[src/rtl/fpmul_issue_ctrl.sv]
// ----------------------------------------------------------------------------
// fpmul_issue_ctrl
//
// Purpose:
//   Sits in front of a multi-cycle floating-point multiplier (FPMUL). Operand
//   pairs are buffered in a small FIFO, then issued one at a time. For each
//   pair the controller pulses Start, waits a bounded number of cycles for
//   Done, captures the product and flags, and holds them for a downstream
//   consumer using a valid/ready handshake. If Done never arrives, the
//   operation is dropped and a sticky Timeout flag is raised.
//
// Parameters:
//   DEPTH    operand-pair FIFO depth (power of 2, >= 2)
//   TIMEOUT  maximum number of WAIT cycles allowed for Mul_Done (2..31)
//
// Ports:
//   Clk        clock, all state changes on the rising edge
//   Rst        synchronous active-high reset
//   In_Valid   operand pair offered by the producer
//   In_A/In_B  operand pair (32-bit each)
//   In_Ready   FIFO has room for another pair
//   Mul_A/B    operands presented to the multiplier, held until next pop
//   Mul_Start  one-cycle start pulse to the multiplier
//   Mul_Done   multiplier completion strobe
//   Mul_P      multiplier product
//   Mul_Flags  multiplier flags {OF,UF,NaNF,InfF,DNF,ZF}
//   Out_Valid  captured result is available
//   Out_Ready  consumer accepts the result
//   Out_P      captured product
//   Out_Flags  captured flags, same bit order as Mul_Flags
//   Timeout    sticky: some operation received no Mul_Done in time
//   Busy       FSM not idle or FIFO holds pairs
// ----------------------------------------------------------------------------
module fpmul_issue_ctrl #(
    parameter int DEPTH   = 4,
    parameter int TIMEOUT = 16
) (
    input  logic        Clk,
    input  logic        Rst,

    input  logic        In_Valid,
    input  logic [31:0] In_A,
    input  logic [31:0] In_B,
    output logic        In_Ready,

    output logic [31:0] Mul_A,
    output logic [31:0] Mul_B,
    output logic        Mul_Start,
    input  logic        Mul_Done,
    input  logic [31:0] Mul_P,
    input  logic [5:0]  Mul_Flags,

    output logic        Out_Valid,
    input  logic        Out_Ready,
    output logic [31:0] Out_P,
    output logic [5:0]  Out_Flags,

    output logic        Timeout,
    output logic        Busy
);

    localparam int PTR_W = $clog2(DEPTH);
    localparam int CNT_W = PTR_W + 1;

    localparam logic [CNT_W-1:0] DEPTH_CNT = CNT_W'(DEPTH);

    // The wait counter is cleared on entry to WAIT and counts WAIT cycles
    // that saw no Done. When it sits at TIMEOUT-1 with still no Done, this
    // is the TIMEOUT-th empty WAIT cycle and the operation is abandoned.
    localparam logic [4:0] WAIT_LAST = 5'(TIMEOUT - 1);

    typedef enum logic [1:0] {
        S_IDLE,
        S_ISSUE,
        S_WAIT,
        S_OUT
    } state_t;

    state_t state;
    state_t next_state;

    logic [31:0] fifo_a [DEPTH];
    logic [31:0] fifo_b [DEPTH];

    logic [PTR_W-1:0] wr_ptr;
    logic [PTR_W-1:0] rd_ptr;
    logic [CNT_W-1:0] count;
    logic [4:0]       wait_cnt;

    logic fifo_empty;
    logic push;
    logic pop;

    logic start_pulse;
    logic capture;
    logic timeout_hit;
    logic clear_wait;
    logic inc_wait;

    // ------------------------------------------------------------------
    // FIFO status. In_Ready deliberately ignores a pop in the same cycle
    // so that the ready path never depends on FSM decode.
    // ------------------------------------------------------------------
    assign fifo_empty = (count == '0);
    assign In_Ready   = (count < DEPTH_CNT);
    assign push       = In_Valid && In_Ready;

    // ------------------------------------------------------------------
    // FSM state register.
    // ------------------------------------------------------------------
    always_ff @(posedge Clk) begin
        if (Rst) begin
            state <= S_IDLE;
        end else begin
            state <= next_state;
        end
    end

    // ------------------------------------------------------------------
    // FSM next-state and control decode. Mul_Done only matters in WAIT;
    // a Done strobe seen in any other state has no effect.
    // ------------------------------------------------------------------
    always_comb begin
        next_state  = state;
        pop         = 1'b0;
        start_pulse = 1'b0;
        capture     = 1'b0;
        timeout_hit = 1'b0;
        clear_wait  = 1'b0;
        inc_wait    = 1'b0;

        case (state)
            S_IDLE: begin
                if (!fifo_empty) begin
                    pop        = 1'b1;
                    next_state = S_ISSUE;
                end
            end

            S_ISSUE: begin
                start_pulse = 1'b1;
                clear_wait  = 1'b1;
                next_state  = S_WAIT;
            end

            S_WAIT: begin
                if (Mul_Done) begin
                    capture    = 1'b1;
                    next_state = S_OUT;
                end else if (wait_cnt == WAIT_LAST) begin
                    timeout_hit = 1'b1;
                    next_state  = S_IDLE;
                end else begin
                    inc_wait = 1'b1;
                end
            end

            S_OUT: begin
                if (Out_Ready) begin
                    next_state = S_IDLE;
                end
            end

            default: begin
                next_state = S_IDLE;
            end
        endcase
    end

    assign Mul_Start = start_pulse;
    assign Out_Valid = (state == S_OUT);
    assign Busy      = (state != S_IDLE) || !fifo_empty;

    // ------------------------------------------------------------------
    // FIFO storage. Contents need no reset: the occupancy count decides
    // what is valid, and it is cleared by Rst.
    // ------------------------------------------------------------------
    always_ff @(posedge Clk) begin
        if (push) begin
            fifo_a[wr_ptr] <= In_A;
            fifo_b[wr_ptr] <= In_B;
        end
    end

    // ------------------------------------------------------------------
    // FIFO pointers and occupancy. DEPTH is a power of two, so the
    // pointers wrap naturally at their width. A push and pop in the same
    // cycle leave the count unchanged.
    // ------------------------------------------------------------------
    always_ff @(posedge Clk) begin
        if (Rst) begin
            wr_ptr <= '0;
            rd_ptr <= '0;
            count  <= '0;
        end else begin
            if (push) begin
                wr_ptr <= wr_ptr + PTR_W'(1);
            end
            if (pop) begin
                rd_ptr <= rd_ptr + PTR_W'(1);
            end
            case ({push, pop})
                2'b10:   count <= count + CNT_W'(1);
                2'b01:   count <= count - CNT_W'(1);
                default: count <= count;
            endcase
        end
    end

    // ------------------------------------------------------------------
    // Operand registers toward the multiplier. They are loaded only on a
    // pop, so they stay stable for the whole multiply.
    // ------------------------------------------------------------------
    always_ff @(posedge Clk) begin
        if (Rst) begin
            Mul_A <= '0;
            Mul_B <= '0;
        end else if (pop) begin
            Mul_A <= fifo_a[rd_ptr];
            Mul_B <= fifo_b[rd_ptr];
        end
    end

    // ------------------------------------------------------------------
    // Wait counter for the Done timeout.
    // ------------------------------------------------------------------
    always_ff @(posedge Clk) begin
        if (Rst) begin
            wait_cnt <= '0;
        end else if (clear_wait) begin
            wait_cnt <= '0;
        end else if (inc_wait) begin
            wait_cnt <= wait_cnt + 5'd1;
        end
    end

    // ------------------------------------------------------------------
    // Result capture. Only the WAIT-state Done loads these registers, so
    // they hold steady through OUT no matter what the multiplier does.
    // ------------------------------------------------------------------
    always_ff @(posedge Clk) begin
        if (Rst) begin
            Out_P     <= '0;
            Out_Flags <= '0;
        end else if (capture) begin
            Out_P     <= Mul_P;
            Out_Flags <= Mul_Flags;
        end
    end

    // ------------------------------------------------------------------
    // Sticky timeout flag; only Rst clears it.
    // ------------------------------------------------------------------
    always_ff @(posedge Clk) begin
        if (Rst) begin
            Timeout <= 1'b0;
        end else if (timeout_hit) begin
            Timeout <= 1'b1;
        end
    end

endmodule

[config.mk]
export PLATFORM = sky130hd
export DESIGN_NAME = fpmul_issue_ctrl
export DESIGN_NICKNAME = d
export VERILOG_FILES = /design/src/rtl/fpmul_issue_ctrl.sv
export SDC_FILE = /design/constraint.sdc
export NUM_CORES = 1
export LEC_CHECK = 0
export CAP_MARGIN = 20
export CORE_MARGIN = 4
export CORE_UTILIZATION = 52
export CTS_CLUSTER_DIAMETER = 40
export DETAILED_ROUTE_END_ITERATION = 8
export GPL_ROUTABILITY_DRIVEN = 0
export MAX_ROUTING_LAYER = met4
export PLACE_DENSITY = 0.78
export SYNTH_ARGS = -nofsm -noshare
export SYNTH_HDL_FRONTEND = slang
export SYNTH_SLANG_ARGS = --single-unit
[constraint.sdc]
create_clock -name Clk -period 4.7 [get_ports Clk]
set_input_delay 0.47 -clock Clk [delete_from_list [all_inputs] [get_ports Clk]]
set_output_delay 0.47 -clock Clk [all_outputs]
set_load 0.05 [all_outputs]
# [Word-level counts from Yosys, hierarchy flattened]
# Memory sizes are Yosys's and may differ from the RTL's. A register that Yosys moved wholly into a read port is not among the register bits.
# Index checks and enable logic that the tools add are counted.
[totals] n_memories=2 wordCells=53 register_bits=53 output_inout_bits=107 ramBits=256
[classes] mux=19 n_eq_ne=9 n_reduce_logical=9 n_lt_le_gt_ge=1 addsub=5
[mem_list] memory="fifo_a" depth=4 word_bits=32 rd=1 rd_ports_with_merged_regs=1 wr=1 line_no="82" source="logic [31:0] fifo_a [DEPTH];"
[mem_list] memory="fifo_b" depth=4 word_bits=32 rd=1 rd_ports_with_merged_regs=1 wr=1 line_no="83" source="logic [31:0] fifo_b [DEPTH];"
[ops] operator="$mux W1" n=13
[ops] operator="$mux W2" n=4
[ops] operator="$pmux W2 S4" n=1
[ops] operator="$eq A2 B2 Y1 const B" n=3
[ops] operator="$pmux W3 S2" n=1
[ops] operator="$add A5 B1 Y5 const B" n=1
[ops] operator="$eq A5 B4 Y1 const B" n=1
[ops] operator="$add A2 B1 Y2 const B" n=2
[ops] operator="$eq A2 B1 Y1 const B" n=2
[ops] operator="$reduce_bool A2 Y1" n=2
[ops] operator="$add A3 B1 Y3 const B" n=1
[ops] operator="$logic_not A3 Y1" n=1
[ops] operator="$lt A3 B3 Y1 const B" n=1
[ops] operator="$ne A3 B3 Y1 const B" n=1
[ops] operator="$reduce_and A3 Y1" n=1
[ops] operator="$sub A3 B1 Y3 const B" n=1
[ops] operator="$logic_not A2 Y1" n=1
[ops] operator="$ne A2 B1 Y1 const B" n=1
[ops] operator="$ne A2 B2 Y1 const B" n=1
[ops] operator="$reduce_or A2 Y1" n=1
[ops] operator="$logic_and A1 B1 Y1" n=1
[ops] operator="$logic_not A1 Y1" n=1
[ops] operator="$logic_or A1 B1 Y1" n=1

# [Logic depth before layout (Yosys ltp)]
# Gate-level depths: netlist of run 1.
[logic_depth] word_depth=5 mapped_depth=10 mapped_depth_nobuf=9

# [Worst setup path after synthesis of run 1]
# No wires, ideal clock.
[synth_path] kind="input to register" from="input In_Valid" to="memory fifo_a[0][0] (enable)" path_buffers=1 cell_stages=3 slack_ns=1.919 required_ns=4.271 arrival_time_ns=2.352 setup_time_ns=0.429 path_cell_list="nor2b_1 clkbuf_1 and2_1"
[synth_between] elab_chain_len=3
[synth_lines] item="start: declaration" line_no="41" source="input logic In_Valid,"
[synth_lines] item="$logic_and A1 B1 Y1" line_no="106" source="assign push = In_Valid && In_Ready;"
[synth_lines] item="$mux W1" line_no="179" source="if (push) begin"
[synth_lines] item="$mux W1 (not written as such)" line_no="180" source="fifo_a[wr_ptr] <= In_A;"
[synth_lines] item="end: declaration" line_no="82"
# No other way between the ends.

# [Final worst setup path of run 1]
[layout_path] from="register count[0]" to="output Busy"
[layout_between] elab_chain_len=3
[layout_lines] item="start: declaration" line_no="87" source="logic [CNT_W-1:0] count;"
[layout_lines] item="start signal: assignment" line_no="203" source="2'b10: count <= count + CNT_W'(1);"
[layout_lines] item="start signal: assignment" line_no="204" source="2'b01: count <= count - CNT_W'(1);"
[layout_lines] item="start signal: assignment" line_no="205" source="default: count <= count;"
[layout_lines] item="$logic_not A3 Y1" line_no="104" source="assign fifo_empty = (count == '0);"
[layout_lines] item="$logic_not A1 Y1" line_no="172" source="assign Busy = (state != S_IDLE) || !fifo_empty;"
[layout_lines] item="$logic_or A1 B1 Y1" line_no="172"
[layout_lines] item="end: declaration" line_no="59" source="output logic Busy"
# No other way between the ends.

==> flow_metrics.py, run 1 <==
metrics = {
    "yosys": {
        "syn_inst": 739,
        "ys_ff_latch": 373,
        "synth_area_leader_cell": "edfxtp_1",
        "syn_avg_cell_area_um2": 18.1,
        "syn_area_mm2": 0.0134,
        "yosysWarnings": 0,
        "yosys_most_used_dff": "edfxtp_1",
        "synth_area_leaders": "edfxtp_1, dfxtp_1, mux4_2, a22o_1, nand2_1",
        "synth_cell_types": 39,
        "synth_top_area_share_pct": 57.5,
        "ys_seq_area_share_pct": 75.0,
        "yosys.cell_count.top_type": "edfxtp_1",
        "syn_nets": 854,
        "synth_common_cells": "edfxtp_1, dfxtp_1, nand2_1, a22o_1, mux4_2",
        "synth-edff-count": 256,
        "synthArstFlopShare_pct": 0,
    },
    "placed_design": {
        "hpwlAfterDp_um": 15900,
        "io_buffers": 213,
        "dpl_cell_area_mm2": 0.0157,
    },
    "global_routing": {
        "track_usage_pct": 19.3,
        "grt_pass1_vias": 7574,
        "overflow": 0,
        "grt_max_degree": 67,
        "antenna_found_initial": 1,
        "grt_pass1_wl_um": 41800,
    },
    "critical_path": {
        "crit_type": "reg2out",
        "critPathLaunch": "count[0]",
        "rrSetupSlack_ns": 2.37,
        "r2r_end": "count[2]",
        "critPathLaunchType": "register",
        "worst_r2r_startpoint": "state[0]",
        "crit_required_ns": 4.23,
        "crit_arrival_ns": 2.32,
        "reg2reg_depth": 9,
        "critPathMaxFanout": 4,
        "endpoint_kind": "output pin",
    },
    "timing": {
        "fin_setup_tns_ns": 0,
        "min_period_ns": 2.79,
        "rsz0062_at_grt": "no",
        "tightestPinTransition_ns": 1.00,
        "fin_crit_sh_pct": 59.4,
        "max_freq_mhz": 358,
        "final_hold_viol_count": 0,
        "slew_viol_final": 0,
        "skew_ns": 0.0120,
        "relSlewSlack_pct": 33.0,
        "finalSetupViolations": 0,
    },
    "pwr": {
        "powerDensity_mw_per_mm2": 651,
        "power_w": 0.0112,
        "peakVddDrop_mv": 0.466,
        "leakagePower_nw": 5.72,
    },
    "drt": {
        "drt_iter0_markers": 484,
        "drc_errors": 0,
        "wirelength_um": 26700,
        "wl_per_cell_um": 20.2,
        "via_per_inst": 5.44,
        "final_antenna_net_count": 0,
        "first_pass_iters": 5,
        "vias": 7209,
    },
    "clock_tree": {
        "clockRootBuffer": "clkbuf_16",
        "post-cts-setup-buffer-count": 0,
        "clk_pin_slew_ns": 0.06,
        "clock-sinks": 373,
        "htree_num_levels": 2,
        "cts_resized": 0,
        "cts_buffers": 43,
        "clkLatencyLatePin_ns": 0.52,
        "cts_tree": "built",
        "hold_buffers": 0,
        "clock_path_buffers": 3,
    },
    "min_path": {
        "worst_hold_path_type": "reg2reg",
        "worstHoldEndpoint": "Timeout",
        "min-delay-start": "Timeout",
        "hold_path_depth": 2,
    },
    "floorplanning": {
        "core_area_mm2": 0.0253,
        "io-pin-count": 214,
        "die_x_um": 168,
        "dieArea_mm2": 0.0283,
        "die_h_um": 168,
        "initial_utilization_pct": 52.9,
        "rows": 58,
    },
    "cells_and_area": {
        "syn_to_final_growth_pct": 28.4,
        "final_area_mm2": 0.0172,
        "drive_gt1_share_pct": 15.9,
        "nets": 1075,
    },
    "job": {
        "max_cap_viol_count": 0,
    },
    "run_status": {
        "status": "complete, no violations",
    },
}
[layer usage]
layer / up-vias / track usage (%) / part of all wire (%)
met3: 45 / 5.24 / 7.9
met2: 264 / 30.9 / 49
met1: 3564 / 25.1 / 42
li1: 3336 / - / -
met4: 0 / 4.20 / 1.6
met5: - / - / 0
[logic make-up (layout without fill, tap and decap cells)]
| family | Yosys count | count (layout) | synth area share [%] |
|---|---|---|---|
| AO/OA/AOI/OAI | 120 | 120 | 6.49 |
| buffers and inverters | 56 | 311 | 2.64 |
| multiplexers | 65 | 65 | 10.9 |
| XOR/XNOR | 4 | 4 | 0.262 |
| AND/OR/NAND/NOR | 113 | 113 | 3.93 |
| flip-flops | 373 | 373 | 75.0 |
| adder cells (fa/ha/maj) | 8 | 8 | 0.805 |
| other | 0 | 1 | 0 |
[placed cells by master, fill, tap and decap left out, drive strengths merged, types with 2 or more instances in the layout]
master / count
a211oi: 2
a21oi: 47
a22o: 64
and2: 5
buf: 8
bufinv: 4
clkbuf: 57
clkdlybuf4s50: 212
clkinv: 8
clkinvlp: 4
dfxtp: 117
edfxtp: 256
ha: 7
inv: 18
mux4: 64
nand2: 80
nand2b: 2
nand3b: 2
nor2: 9
nor2b: 2
o21ai: 3
or3: 4
xnor2: 2
xor2: 2
[worst max-delay path by stage]
stage               endpoint  slack (ns)  depth (start not counted)
2_1_floorplan   fifo_a[0][0]        1.92                          3
3_3_place_gp   fifo_b[1][15]        2.05                          3
3_5_place_dp   fifo_b[1][16]        2.01                          3
4_1_cts                 Busy        1.87                          3
5_1_grt                 Busy        1.80                          3
6_report                Busy        1.91                          3
[worst max-delay path, cell delays in order (launching register included)]
cell	delay (ns)
dfxtp_1	0.34
nor3_1	0.49
nand2_1	0.21
clkdlybuf4s50_1	0.76
[report_power, final]
group | switching, W | internal [W] | leakage (nW)
logic | 0.00196 | 0.00131 | 1.69
registers | 0.000395 | 0.00411 | 3.30
clock network | 0.00130 | 0.00209 | 0.723
[per-stage QoR]
step           hold WS (ns)  cells  utilization (%)  setup slack, ns
6_report              0.449   1325             68.0             1.91
3_5_place_dp          0.445   1244             62.0             2.01
5_1_grt               0.478   1325             68.0             1.80
3_3_place_gp          0.437   1244             62.0             2.05
4_1_cts               0.457   1323             67.9             1.87
2_1_floorplan         0.453    739                -             1.92
[state kept, by name, indices dropped and copies added (netlist names)]
name       count
fifo_a       128
count          3
rd_ptr         2
Out_P         32
Mul_A         32
fifo_b       128
wait_cnt       5
wr_ptr         2
Out_Flags      6
state          2
Mul_B         32
Timeout        1
[cell type report]
cell class / instances / area, µm²
diodes: 1 / 2.50
clock buffers: 57 / 1230
clock inverters: 22 / 253
fillers: 1632 / 8080
inverters: 12 / 45.0
multi-input cells: 310 / 3000
flip-flops and latches: 373 / 10000
well taps: 330 / 413
repair buffers: 220 / 2190
(Power assumes the default switching activity.)
==> inputs of run 2 (changes only) <==
Clock period 4.7 ns to 2.65 ns, I/O delays scaled along.
==> flow_metrics.py, run 2 (synthesis gave the netlist of run 1 again) <==
metrics = {
    "run_status": {
        "status": "complete, no violations",
    },
    "drt": {
        "via_per_inst": 5.46,
        "vias": 7316,
        "first_pass_iters": 5,
        "final_antenna_net_count": 0,
        "wirelength_um": 27000,
        "wl_per_cell_um": 20.1,
        "drt_iter0_markers": 487,
        "drc_errors": 0,
    },
    "pwr": {
        "peakVddDrop_mv": 0.652,
        "power_w": 0.0195,
        "powerDensity_mw_per_mm2": 1130,
        "leakagePower_nw": 5.76,
    },
    "placed_design": {
        "place_ws_ns": 0.324,
        "hpwlAfterDp_um": 16400,
        "io_buffers": 213,
    },
    "global_routing": {
        "grt_pass1_vias": 7648,
        "grt_max_degree": 46,
        "track_usage_pct": 19.6,
        "antenna_found_initial": 0,
        "overflow": 0,
        "grt_pass1_wl_um": 42500,
    },
    "floorplanning": {
        "initial_utilization_pct": 52.9,
        "dieArea_mm2": 0.0283,
        "rows": 58,
        "die_h_um": 168,
        "die_x_um": 168,
        "core_area_mm2": 0.0253,
        "io-pin-count": 214,
    },
    "timing": {
        "fin_setup_tns_ns": 0,
        "whs_ns": 0.100,
        "rsz0062_at_grt": "no",
        "max_freq_mhz": 400,
        "slew_viol_final": 0,
        "min_period_ns": 2.50,
        "final.setup.worst_slack_ns": 0.147,
        "tightestPinTransition_ns": 0.588,
        "finalSetupViolations": 0,
        "fin_crit_sh_pct": 94.5,
        "relSlewSlack_pct": 60.8,
        "skew_ns": 0.0159,
        "final_hold_viol_count": 0,
    },
    "cells_and_area": {
        "final_common_cell": "edfxtp_1",
        "final_cell_mix": "edfxtp_1, clkdlybuf4s50_1, dfxtp_1, nand2_1",
        "fillCellCount": 1679,
        "syn_to_final_growth_pct": 29.2,
        "drive_gt1_share_pct": 16.4,
        "nets": 1091,
        "top_regs": "fifo_a: 128 flops, fifo_b: 128 flops",
        "diodes": 0,
    },
    "clock_tree": {
        "clkLatencyLatePin_ns": 0.52,
        "post-cts-setup-buffer-count": 0,
        "clk_pin_slew_ns": 0.05,
        "cts_tree": "built",
        "clockRootBuffer": "clkbuf_16",
        "clock-sinks": 373,
        "htree_num_levels": 2,
        "hold_buffers": 0,
        "cts_resized": 0,
        "clock_path_buffers": 3,
        "cts_buffers": 43,
    },
    "critical_path": {
        "path_cells": "nor2_1 -> nand2_1 -> clkdlybuf4s50_1",
        "critPathMaxFanout": 11,
        "critPathLaunchType": "register",
        "endpoint_kind": "output pin",
        "worst_r2r_startpoint": "state[0]",
        "path_depth": 3,
        "crit_arrival_ns": 2.24,
        "endpoint": "Busy",
        "critPathLaunch": "state[0]",
        "cp_top_family": "buffers and inverters",
        "crit_required_ns": 2.38,
        "r2r_end": "count[2]",
        "cpMaxStageDelayCell": "clkdlybuf4s50_1",
        "rrSetupSlack_ns": 0.26,
        "reg2reg_depth": 9,
        "worst-path-buf-inv": 1,
        "crit_type": "reg2out",
        "cpPeakStageDelay_ns": 0.75,
    },
    "min_path": {
        "min-delay-start": "Rst",
        "worst_hold_path_type": "in2reg",
    },
    "job": {
        "max_cap_viol_count": 0,
    },
}
==> run 2: changes by cell type in the layout (fill, tap and decap cells not counted), moves of 2 or more <==
| cell | delta |
|---|---|
| buf_12 | +10 |
| buf_4 | +6 |
| bufinv_16 | -2 |
| clkbuf_1 | +5 |
| clkbuf_16 | -3 |
| clkinv_1 | +4 |
| clkinv_4 | +2 |
| clkinvlp_4 | -3 |
| inv_8 | -2 |
==> run 2: metal layers <==
layer  up-vias  wire (µm)  part of all wire (%)  global-route usage [%]
met3        41       1950                   7.2                    4.63
met5         -          0                     0                       -
met2       252      13600                    50                    32.7
met1      3670      11000                    41                    25.1
met4         0        428                   1.6                    3.99
li1       3353          -                     -                       -
==> run 2: layout make-up <==
type | instances | area (µm²) | share of cell area (%)
clock buffers | 59 | 1180 | 6.81
clock inverters | 19 | 169 | 0.977
inverters | 12 | 45.0 | 0.261
multi-input cells | 310 | 3000 | 17.4
flip-flops and latches | 373 | 10000 | 58.1
well taps | 330 | 413 | 2.39
repair buffers | 236 | 2440 | 14.1
==> run 2: worst min-delay path by stage <==
stage	to	slack, ns	cells past startpoint
finish	wr_ptr[1]	0.10	2
global route	count[0]	0.12	2
CTS	wr_ptr[1]	0.08	2
detailed placement	Out_P[8]	0.45	2
global placement	Timeout	0.44	2
floorplan	state[1]	0.36	1
==> run 2: stage by stage <==
step | cell area [µm²] | utilization [%] | instances
6_report | 17300 | 68.4 | 1339
5_1_grt | 17300 | 68.4 | 1339
4_1_cts | 17300 | 68.4 | 1339
3_5_place_dp | 15900 | 63.1 | 1261
3_3_place_gp | 15900 | 63.1 | 1261
2_1_floorplan | 13400 | - | 739
==> run 2: power by group <==
part	leakage [nW]	switching, W	total (W)	internal [W]
clock network	0.657	0.00219	0.00550	0.00332
logic	1.81	0.00362	0.00609	0.00247
registers	3.30	0.000615	0.00790	0.00729
total	5.76	0.00643	0.0195	0.0131
==> inputs of run 3 (changes only) <==
Settings changed: TNS_END_PERCENT set to 20.
==> results of run 3 <==
Final layout, timing and power as in run 2 (identical DEF).
==> edit 1 (settings of run 2) <==
The parameter `DEPTH` goes from 4 to 8.
--- a/src/rtl/fpmul_issue_ctrl.sv
+++ b/src/rtl/fpmul_issue_ctrl.sv
@@ -32,7 +32,7 @@
 //   Busy       FSM not idle or FIFO holds pairs
 // ----------------------------------------------------------------------------
 module fpmul_issue_ctrl #(
-    parameter int DEPTH   = 4,
+    parameter int DEPTH   = 8,
     parameter int TIMEOUT = 16
 ) (
     input  logic        Clk,
Formal check against the unedited RTL: not equivalent (a bounded check fails within 10 cycles, from zero or initial values and one cycle with Rst high).
==> edit 1 against run 2 <==
Sequential power grew 57%; synthesized cell count grew 67%; synthesized area grew 75%; wire length increased by 86%; clock skew is 0.017 ns higher; final cell count is 62% higher; core utilization down 2.7 points; design area is 69% higher; total power is 61% higher; largest cell class unchanged; critical path type is now register to register; hold slack gained 0.095 ns; worst setup slack improved by 0.034 ns; sequential cell count up 259.
==> edit 1: results (changes against run 2) <==
[status]
run_status=complete, no violations

[detailed_routing]
routed_length_per_placed_instance_um=23.1  ; +15%
drt_first_iter_violations=1103  ; +130%
vias=12400  ; +69%

[cts]
cts.htree.levels=3  ; +1
cts_root_buf=sky130_fd_sc_hd__clkbuf_16
clock_insertion_delay_worst_skew_ns=0.59  ; +0.07 ns
cts_buffers=79  ; +84%

[global_route]
number_of_antenna_violations_at_the_first_check_in_global_routing=10  ; +10
grt_pass1_wl_mm=77.0  ; +81%
gr-usage-all-layers_pct=21.7  ; +2.1 points
grt_start_max_net_pins=67  ; +46%
grt_pass1_vias=13000  ; +70%

[place]
place_inst=2009  ; +59%
dp_worst_setup_slack_ns=0.214  ; -0.110 ns
placed_area_um2=26500  ; +66%
dp_hpwl_mm=27.8  ; +69%

[sta]
timing.max_slew.rel_slack_pct=37.0  ; -24 points
final_clock_skew_ns=0.0332  ; +0.0173 ns

[cells_and_area]
drive_above_1_share_pct=24.4  ; +8.1 points
post_layout_nonfiller_instances=2166  ; +62%
layout_top_registers=fifo_a x256, fifo_b x256
fin_nets=1612  ; +48%

[yosys]
synth_edf_count=512  ; +100%
synth_compound_gate_area_share_pct=2.83  ; -3.7 points
post_synth_xor_area_fraction_pct=0.374  ; +0.11 points
most_used_standard_cells_in_the_synthesized_netlist=sky130_fd_sc_hd__edfxtp_1 (512), sky130_fd_sc_hd__mux4_2 (128), sky130_fd_sc_hd__dfxtp_1 (120)
synth_cells=1236  ; +67%
ys.warnings.count=0  ; unchanged
synth.area.mux_share_pct=12.5  ; +1.6 points
yosysUniqueCellTypes=42  ; +7.7%
synth.yosys.seq_area_share_pct=75.9  ; +0.93 points
synth.net_count=1350  ; +58%
synth_top_area_cells=sky130_fd_sc_hd__edfxtp_1 (66%), sky130_fd_sc_hd__mux4_2 (12%), sky130_fd_sc_hd__dfxtp_1 (10%)

[setup_path]
critPathTopFamily=simple AND/OR/NAND/NOR gates
cp_slowest_cell=sky130_fd_sc_hd__or4_1
worst_path_largest_cell_delay_ns=0.58  ; -0.17 ns
arrival_ns=2.96  ; +0.72 ns
critical_path_peak_fanout=5  ; -6

[power_and_ir_drop]
cellLeakagePower_nw=9.39  ; +63%
worst_ir_drop_vdd_mv=0.906  ; +39%

[edit 1: cell types whose count changed in the layout (fill, tap and decap cells not counted), sizes merged, moves of 11 or more]
cell,before,now
mux4,64,128
o22ai,0,64
clkbuf,59,97
a22o,64,0
nor2,9,87
nor3,1,67
clkinv,13,24
buf,24,41
edfxtp,256,512
[edit 1: final cells by class]
type	instances	area, um^2
multi-input combinational	526	5300
inverter	6	23.8
sequential	632	17800
antenna	10	25.0
clock inverter	50	460
tap	592	741
timing repair buffer	253	2630
fill	2887	15200
clock buffer	97	2170
[edit 1: cells by family after synthesis]
| family | after synthesis |
|---|---|
| AO/OA/AOI/OAI | 114 |
| AND/OR/NAND/NOR | 263 |
| XOR/XNOR | 10 |
| multiplexers | 132 |
| buffers and inverters | 78 |
| flip-flops | 632 |
| adder cells (fa/ha/maj) | 7 |
[edit 1: final timing paths]
kind | startpoint | to | slack [ns] | cells after the start
setup / recovery | count[3] | count[2] | 0.18 | 10
hold / removal | Rst | rd_ptr[0] | 0.20 | 2
setup reg to reg | count[3] | count[2] | 0.18 | 10
hold reg to reg | Out_P[22] | Out_P[22] | 0.46 | 2
[edit 1: report_power, final]
part	switching [mW]	internal [mW]	total, mW
sequential	0.506	11.9	12.4
clock	4.19	6.28	10.5
combinational	5.27	3.32	8.59
total	9.97	21.5	31.4
[edit 1: routing by layer]
layer	vias up	track usage, %	routed length (um)
li1	5460	-	-
met1	6351	28.4	20200
met2	498	34.4	25000
met3	71	4.89	3890
met4	0	7.05	970
met5	-	-	0
==> edit 2 (flow settings as in run 2) <==
Made on the original files. Register the output `Timeout` once more, with the module's reset; this adds one clock of latency there. The other outputs are not delayed to match.
--- a/src/rtl/fpmul_issue_ctrl.sv
+++ b/src/rtl/fpmul_issue_ctrl.sv
@@ -76,6 +76,8 @@
         S_OUT
     } state_t;
 
+    logic Timeout_s0;
+
     state_t state;
     state_t next_state;
 
@@ -253,9 +255,17 @@
     // ------------------------------------------------------------------
     always_ff @(posedge Clk) begin
         if (Rst) begin
-            Timeout <= 1'b0;
+            Timeout_s0 <= 1'b0;
         end else if (timeout_hit) begin
-            Timeout <= 1'b1;
+            Timeout_s0 <= 1'b1;
+        end
+    end
+
+    always_ff @(posedge Clk) begin
+        if (Rst) begin
+            Timeout <= '0;
+        end else begin
+            Timeout <= Timeout_s0;
         end
     end
 
Function: no difference found for any inputs over 4 cycles, from zero or initial values and one cycle with Rst high; that may be too few to reach the edited logic, so the function may still have changed.
==> edit 2 against run 2 <==
Design area increased by 0.51%; wire length decreased by 0.59%; hold slack improved by 0.17 ns; sequential power about the same; synthesized cell count increased by 0.27%; total power increased by 2.0%; largest cell class unchanged; sequential cell count increased by 1; maximum frequency increased by 4.6%; synthesized area increased by 0.19%; worst setup slack improved by 0.11 ns; final cell count decreased by 0.15%.
==> edit 2: results (changes against run 2) <==
[setup_path]
arrival_ns=2.13  ; -0.11 ns
regToRegStartpoint=state[0]
worstRegToRegCells=9  ; unchanged
critical_path_peak_fanout=11  ; unchanged
worst_path_largest_cell_delay_ns=0.85  ; +0.10 ns
worst_r2r_endpoint=count[2]
cp_slowest_cell=sky130_fd_sc_hd__clkdlybuf4s50_1
critPathTopFamily=buffers and inverters
r2r_setup_slack_ns=0.33  ; +0.07 ns

[power_and_ir_drop]
worst_ir_drop_vdd_mv=0.778  ; +19%
cellLeakagePower_nw=5.80  ; +0.63%

[sta]
worst-slew-pin-transition_ns=0.635  ; +0.0474 ns
final_clock_skew_ns=0.0170  ; +0.00116 ns

[yosys]
synth_compound_gate_area_share_pct=6.48  ; -0.012 points
synth.net_count=856  ; +0.23%
ys_async_sr_fraction_pct=0  ; unchanged
most_used_standard_cells_in_the_synthesized_netlist=sky130_fd_sc_hd__edfxtp_1 (256), sky130_fd_sc_hd__dfxtp_1 (118), sky130_fd_sc_hd__nand2_1 (80)
synth_edf_count=256  ; unchanged
postSynth.topFlopCell=sky130_fd_sc_hd__edfxtp_1
postSynthRegisterBits=374  ; +0.27%
yosysUniqueCellTypes=38  ; -2.6%
synth_top_area_cells=sky130_fd_sc_hd__edfxtp_1 (57%), sky130_fd_sc_hd__dfxtp_1 (18%), sky130_fd_sc_hd__mux4_2 (11%)
synth.yosys.seq_area_share_pct=75.0  ; about the same
synth.area.mux_share_pct=10.8  ; -0.020 points
synth_fa_ha_area_share_pct=0.803  ; -0.0015 points
post_synth_xor_area_fraction_pct=0.262  ; -0.00049 points
ys.warnings.count=0  ; unchanged

[hold_path]
hold_startpoint=Rst
worstHoldPathType=input pin to register
min_path_cells=2  ; unchanged
min_to=Out_Flags[5]

[status]
run_status=complete, no violations

[global_route]
gr-usage-all-layers_pct=19.3  ; -0.32 points
grt_pass1_vias=7679  ; +0.41%
grt_start_max_net_pins=40  ; -13%
number_of_antenna_violations_at_the_first_check_in_global_routing=0  ; unchanged
grt_pass1_wl_mm=41.9  ; -1.3%

[detailed_routing]
drt_first_iter_violations=537  ; +10%
routed_via_density=5.47  ; +0.15%
first_pass_iters=4  ; -1
drt-total-wl_mm=26.8  ; -0.59%

[cts]
clock_insertion_delay_worst_skew_ns=0.52  ; about the same
post-cts-setup-buffer-count=0  ; unchanged
cts.htree.levels=2  ; unchanged
cts_root_buf=sky130_fd_sc_hd__clkbuf_16
cts.clk_slew.worst_paths_ns=0.06
cts_buffers=42  ; -2.3%
cts_buffer_depth=3  ; unchanged

[cells_and_area]
drive_above_1_share_pct=16.7  ; +0.33 points
layout_top_registers=fifo_a x128, fifo_b x128
fin_nets=1088  ; -0.27%
antenna_cells=0  ; unchanged

[place]
port_buffers=213  ; unchanged
dp_hpwl_mm=16.4  ; about the same

==> edit 2: worst max path at each step <==
stage | start | slack, ns | end | cells after the start
3_5_place_dp | state[0] | 0.36 | count[2] | 9
3_3_place_gp | state[0] | 0.43 | count[2] | 9
4_1_cts | count[0] | 0.09 | Busy | 3
6_report | state[0] | 0.26 | Mul_Start | 2
5_1_grt | state[0] | 0.18 | Out_Valid | 2
2_1_floorplan | count[2] | 0.02 | fifo_a[1][0] | 3
==> edit 2: area by class of cell <==
cell class              instances  area (um^2)
well taps                     330          413
clock buffers                  53         1180
fillers                      1623         7890
repair buffers                232         2380
inverters                      12         45.0
clock inverters                25          290
flip-flops and latches        374        10100
multi-input cells             311         3000
==> edit 2: per-layer routing <==
| layer | track usage, % | routed length [um] | vias to the layer above |
|---|---|---|---|
| li1 | - | - | 3355 |
| met1 | 25.7 | 11100 | 3641 |
| met4 | 4.59 | 531 | 0 |
| met5 | - | 0 | - |
| met2 | 30.7 | 13100 | 271 |
| met3 | 4.72 | 2080 | 49 |
==> edit 2: what timing repair did <==
item,CTS,global route
endpoints found under the hold margin,0,0
gates resized for setup,0,1
endpoints found under the setup margin,0,1
==> edit 2: metrics by stage <==
| step | hold slack [ns] | setup slack, ns | utilization (%) | instances | cell area [um^2] |
|---|---|---|---|---|---|
| 2_1_floorplan | 0.362 | 0.0200 | - | 741 | 13400 |
| 3_3_place_gp | 0.432 | 0.428 | 63.0 | 1259 | 15900 |
| 3_5_place_dp | 0.445 | 0.365 | 63.0 | 1259 | 15900 |
| 4_1_cts | 0.258 | 0.0917 | 68.8 | 1337 | 17400 |
| 5_1_grt | 0.281 | 0.180 | 68.8 | 1337 | 17400 |
| 6_report | 0.269 | 0.257 | 68.8 | 1337 | 17400 |
==> edit 2: where the power goes <==
part | internal [mW] | switching, mW | leakage, nW
registers | 7.30 | 0.577 | 3.31
logic | 2.42 | 3.65 | 1.79
clock network | 3.67 | 2.28 | 0.705
total | 13.4 | 6.50 | 5.80
==> edit 2: cells by family (layout without fill, tap and decap cells) <==
group,count (synthesis),count (layout)
AO/OA/AOI/OAI,120,120
XOR/XNOR,4,4
buffers and inverters,56,322
AND/OR/NAND/NOR,114,114
adder cells (fa/ha/maj),8,8
multiplexers,65,65
flip-flops,374,374
